File: src/rtl/mem_arbiter.sv
// mem_arbiter: shares one multi-cycle memory port between the instruction-fetch
// requester (I) and the load/store requester (D). D has fixed priority, and a burst
// counter lets I through after MAX_DBURST consecutive D grants that it waited on.
// One transaction is in flight at a time; every transaction ends in a response pulse.
//
// Ports:
//   i_clk, i_rst                         clock, asynchronous active-high reset
//   i_i_req/i_i_addr, o_i_ready          fetch request channel
//   o_i_valid/o_i_rdata                  fetch response channel
//   i_d_req/wen/addr/wdata/mask, o_d_ready  data request channel
//   o_d_valid/o_d_rdata                  data response / store ack channel
//   o_mem_req/addr/ren/wen/wdata/mask    registered memory request
//   i_mem_ready/valid/rdata              memory handshake and read data

package mem_arbiter_pkg;

  localparam int unsigned ADDR_W = 32;
  localparam int unsigned DATA_W = 32;
  localparam int unsigned MASK_W = 4;

  // Payload held on the memory port for the whole transaction
  typedef struct packed {
    logic [ADDR_W-1:0] addr;
    logic [DATA_W-1:0] wdata;
    logic [MASK_W-1:0] mask;
    logic              ren;
    logic              wen;
  } mem_cmd_t;

endpackage

module mem_arbiter
  import mem_arbiter_pkg::*;
#(
  parameter int unsigned MAX_DBURST = 4
) (
  input  logic              i_clk,
  input  logic              i_rst,
  // fetch requester
  input  logic              i_i_req,
  input  logic [ADDR_W-1:0] i_i_addr,
  output logic              o_i_ready,
  output logic              o_i_valid,
  output logic [DATA_W-1:0] o_i_rdata,
  // load/store requester
  input  logic              i_d_req,
  input  logic              i_d_wen,
  input  logic [ADDR_W-1:0] i_d_addr,
  input  logic [DATA_W-1:0] i_d_wdata,
  input  logic [MASK_W-1:0] i_d_mask,
  output logic              o_d_ready,
  output logic              o_d_valid,
  output logic [DATA_W-1:0] o_d_rdata,
  // memory port
  output logic              o_mem_req,
  output logic [ADDR_W-1:0] o_mem_addr,
  output logic              o_mem_ren,
  output logic              o_mem_wen,
  output logic [DATA_W-1:0] o_mem_wdata,
  output logic [MASK_W-1:0] o_mem_mask,
  input  logic              i_mem_ready,
  input  logic              i_mem_valid,
  input  logic [DATA_W-1:0] i_mem_rdata
);

  localparam int unsigned CNT_W = 4;
  localparam logic [CNT_W-1:0] CNT_MAX = CNT_W'(MAX_DBURST);

  typedef enum logic [1:0] {
    ST_IDLE = 2'd0,
    ST_REQ  = 2'd1,
    ST_WAIT = 2'd2
  } state_e;

  typedef enum logic [1:0] {
    OWN_NONE = 2'd0,
    OWN_I    = 2'd1,
    OWN_D    = 2'd2
  } owner_e;

  state_e           state_q, state_d;
  owner_e           owner_q, owner_d;
  logic [CNT_W-1:0] cnt_q,   cnt_d;
  logic             req_q,   req_d;
  mem_cmd_t         cmd_q,   cmd_d;

  logic i_win_c;
  logic d_win_c;
  logic resp_c;

  // Next-state, arbitration and response decode
  always_comb begin
    state_d = state_q;
    owner_d = owner_q;
    cnt_d   = cnt_q;
    req_d   = req_q;
    cmd_d   = cmd_q;
    i_win_c = 1'b0;
    d_win_c = 1'b0;
    resp_c  = 1'b0;

    unique case (state_q)
      ST_IDLE: begin
        // D wins unless fetch has waited through a full D burst
        d_win_c = i_d_req && !(i_i_req && (cnt_q == CNT_MAX));
        i_win_c = i_i_req && !d_win_c;

        if (d_win_c) begin
          cmd_d.addr  = i_d_addr;
          cmd_d.wdata = i_d_wdata;
          cmd_d.mask  = i_d_mask;
          cmd_d.ren   = ~i_d_wen;
          cmd_d.wen   = i_d_wen;
          req_d       = 1'b1;
          owner_d     = OWN_D;
          state_d     = ST_REQ;
          // Count only D grants that made a waiting fetch wait longer
          if (i_i_req) begin
            cnt_d = (cnt_q == CNT_MAX) ? cnt_q : cnt_q + CNT_W'(1);
          end else begin
            cnt_d = '0;
          end
        end else if (i_win_c) begin
          cmd_d.addr  = i_i_addr;
          cmd_d.wdata = '0;
          cmd_d.mask  = '1;
          cmd_d.ren   = 1'b1;
          cmd_d.wen   = 1'b0;
          req_d       = 1'b1;
          owner_d     = OWN_I;
          state_d     = ST_REQ;
          cnt_d       = '0;
        end
      end

      ST_REQ: begin
        if (i_mem_ready) begin
          req_d     = 1'b0;
          cmd_d.ren = 1'b0;
          cmd_d.wen = 1'b0;
          // Memory may return the response in the accept cycle itself
          resp_c    = i_mem_valid;
          if (i_mem_valid) begin
            owner_d = OWN_NONE;
            state_d = ST_IDLE;
          end else begin
            state_d = ST_WAIT;
          end
        end
      end

      ST_WAIT: begin
        resp_c = i_mem_valid;
        if (i_mem_valid) begin
          owner_d = OWN_NONE;
          state_d = ST_IDLE;
        end
      end

      default: begin
        state_d = ST_IDLE;
        owner_d = OWN_NONE;
        req_d   = 1'b0;
      end
    endcase
  end

  // State and memory-port registers
  always_ff @(posedge i_clk or posedge i_rst) begin
    if (i_rst) begin
      state_q <= ST_IDLE;
      owner_q <= OWN_NONE;
      cnt_q   <= '0;
      req_q   <= 1'b0;
      cmd_q   <= '0;
    end else begin
      state_q <= state_d;
      owner_q <= owner_d;
      cnt_q   <= cnt_d;
      req_q   <= req_d;
      cmd_q   <= cmd_d;
    end
  end

  assign o_i_ready   = i_win_c;
  assign o_d_ready   = d_win_c;

  assign o_i_valid   = resp_c && (owner_q == OWN_I);
  assign o_d_valid   = resp_c && (owner_q == OWN_D);
  assign o_i_rdata   = i_mem_rdata;
  assign o_d_rdata   = i_mem_rdata;

  assign o_mem_req   = req_q;
  assign o_mem_addr  = cmd_q.addr;
  assign o_mem_ren   = cmd_q.ren;
  assign o_mem_wen   = cmd_q.wen;
  assign o_mem_wdata = cmd_q.wdata;
  assign o_mem_mask  = cmd_q.mask;

endmodule
File: config.mk
export PLATFORM = sky130hd
export DESIGN_NAME = mem_arbiter
export DESIGN_NICKNAME = d
export VERILOG_FILES = /design/src/rtl/mem_arbiter.sv
export SDC_FILE = /design/constraint.sdc
export NUM_CORES = 1
export LEC_CHECK = 0
export ABC_CLOCK_PERIOD_IN_PS = 5400
export CORE_MARGIN = 3
export CORE_UTILIZATION = 40
export DETAILED_ROUTE_END_ITERATION = 10
export PLACE_DENSITY = 0.86
export REMOVE_ABC_BUFFERS = 1
export SETUP_SLACK_MARGIN = 0.5
export SLEW_MARGIN = 10
export SYNTH_ARGS = -nofsm -noshare
export SYNTH_HDL_FRONTEND = slang
export SYNTH_SLANG_ARGS = --single-unit
File: constraint.sdc
create_clock -name i_clk -period 5.4 [get_ports i_clk]
set_clock_uncertainty 0.05 [all_clocks]
set_input_delay 1.08 -clock i_clk [delete_from_list [all_inputs] [get_ports i_clk]]
set_output_delay 1.08 -clock i_clk [all_outputs]
set_load 0.01 [all_outputs]
==> metrics.cfg <==
[routing]
first_pass_iters = 5
drt-total-wl_mm = 13.72
drtIter0Drc = 292
ant_nets = 0
wl_per_cell_um = 19.35
drc = 0
vias = 3803
viasPerCell = 5.364

[worst_hold_path]
hold_path.class = reg -> reg
holdCritStartpoint = o_mem_wdata[21]

[floorplan]
start_util = 0.4139
num_io_pins = 278
die_area_um2 = 12060
die_h_um = 109.8
core_area_um2 = 10420
die_w_um = 109.8
row_count = 37

[synthesis]
synthArstFlopShare = 1.000
ys_seq_area_frac = 0.4585
synth.area.top_cells = dfrtp_1 (46%), buf_4 (12%), nand2_1 (11%)
ys_types = 38
ys_warn_count = 0
synth_area_um2 = 4312
synth.avg_cell_area_um2 = 9.174
synth_common_cells = nand2_1 (132), dfrtp_1 (79), buf_4 (67)
yosysMostFrequentCell = nand2_1
synthFlopType = dfrtp_1
synth_cells = 470
synth_area_leader_cell = dfrtp_1
synth_top_area_frac = 0.4585
ys_ff_latch = 79
synth_edf_count = 0

[cts]
cts_tree = done
cts_resized = 0
cts-root-buf = clkbuf_8
cts_hold_buf = 0
htree_levels = 3
post_cts_buffers = 0
cts_sinks = 79
cts.clk_slew.worst_paths_ps = 80
cts_buffers = 9
worstSkewPairLatency_ps = 340
cts_buffer_depth = 2

[final_layout]
final_nets = 712
final_layout_size_suffix_gt1_frac = 0.1030
n_antenna_cell = 0
final_cells = 709
utilization = 0.5641
area_growth_pct = 36.27

[power_and_ir_drop]
swShare = 0.3836
pwr_density_cell_nw_per_um2 = 527.2
finalPower_w = 0.003098
p_int_w = 0.001909
p_seq_frac = 0.339
comb_power_share = 0.521
ir_drop_mv = 0.2598
power_switching_w = 0.001189
leakagePower_nw = 2.466
clock_power_share = 0.140

[placement]
dp.cells = 693
place_hpwl_mm = 10.13
gp_routability_congestion = 0.7741
dp_slack_ps = 1239
port_buffers = 181

[setup_path]
worstSetupPathType = in -> out
worst_setup_path_start_kind = primary input
critPathRequiredTime_ps = 4270
cp.arrival_ps = 3040
cp-end-kind = primary output
crit_start = i_i_req
cp_max_fo = 36
worstReg2RegStart = state_q[0]

[global_routing]
grt_pass1_vias = 3791
track_usage = 0.2261
antenna_found_initial = 0
overflow = 0
grt_max_degree = 45
grt_pass1_wl_mm = 20.67

[timing]
tightest_slew_ps = 1148
hold_viol = 0
fin_ws_ps = 1234
rsz0062_at_grt = false
setup_viol = 0
fin_crit_ps = 4166
relSlewSlack = 0.2315
period_share = 0.7714
timing.fmax_ghz = 0.2401
tns_ps = 0
slew_violations = 0

[status]
outcome = finished clean

[run]
cap_violations = 0

[area by class of cell]
type / count / area (µm²)
timing repair buffer: 187 / 1852
multi-input combinational: 284 / 1652
clock inverter: 7 / 73.82
sequential: 79 / 1977
clock buffer: 9 / 123.9
fill: 890 / 4541
tap: 136 / 170.2
inverter: 7 / 27.53
[per-layer routing]
metal	up-vias	global-route usage	wire, µm
met3	14	0.1392	2028
li1	1731	-	-
met2	274	0.3115	5698
met4	4	0.05432	121
met1	1780	0.2909	5774
met5	-	0.08929	97
[kinds of logic after synthesis]
group / after synthesis / synth area share
compound gates: 81 / 0.1515
fa+ha+maj: 5 / 0.01451
buf+inv: 107 / 0.1613
flops: 79 / 0.4585
mux: 4 / 0.01045
simple gates: 194 / 0.2037
[power groups by stage]
stage / combinational [W] / sequential [W] / clock, W
floorplan: 0.000665 / 0.00116 / 0
global placement: 0.00158 / 0.00105 / 0
detailed placement: 0.00163 / 0.00105 / 0
CTS: 0.00163 / 0.00105 / 0.000448
global route: 0.00178 / 0.00109 / 0.000478
finish: 0.00161 / 0.00105 / 0.000433
[final timing paths]
kind                                    to  slack (ps)  cells past startpoint
max in group asynchronous   o_mem_addr[22]        3230                      3
hold reg to reg            o_mem_wdata[21]         440                      2
hold / removal             o_mem_wdata[21]         440                      2
min in group asynchronous  o_mem_wdata[26]        1070                      2
setup reg to reg           o_mem_wdata[27]        2500                      6
setup / recovery                 o_d_ready        1230                      5
[stage by stage]
step	area [µm²]	hold slack, ps
2_1_floorplan	3642	441.3
3_3_place_gp	5678	413.9
3_5_place_dp	5678	422.1
4_1_cts	5876	441.2
5_1_grt	5876	461.2
6_report	5876	437.5
[critical path, stage by stage]
cell and delay [ps]:
clkdlybuf4s50_1 610, nand4b_4 200, buf_4 360, and3_1 230, clkdlybuf4s50_1 540
[state kept, by name, summed over array words and instances (netlist names)]
name / flops
o_mem_wdata: 32
cnt_q: 4
owner_q: 2
o_mem_ren: 1
o_mem_addr: 32
o_mem_req: 1
state_q: 2
o_mem_wen: 1
o_mem_mask: 4
[cells in the final DEF (no fill, tap or decap), types with 2 or more instances in the layout]
cell	synthesis	final
clkdlybuf4s50_1	0	180
nand2_1	132	132
dfrtp_1	79	79
nand4_1	33	33
o21ai_0	33	33
o211ai_2	26	26
nor2_1	10	10
clkbuf_8	0	9
inv_1	7	6
o211ai_1	6	6
buf_4	67	6
nand3_1	5	5
a21oi_1	5	5
mux2_2	4	4
ha_1	5	4
clkinv_2	0	3
clkinv_4	0	3
a32o_1	2	2
nor3_1	2	2
and3_1	2	2
nor4b_1	2	2
Note: power is estimated with default switching activity, not from simulation.
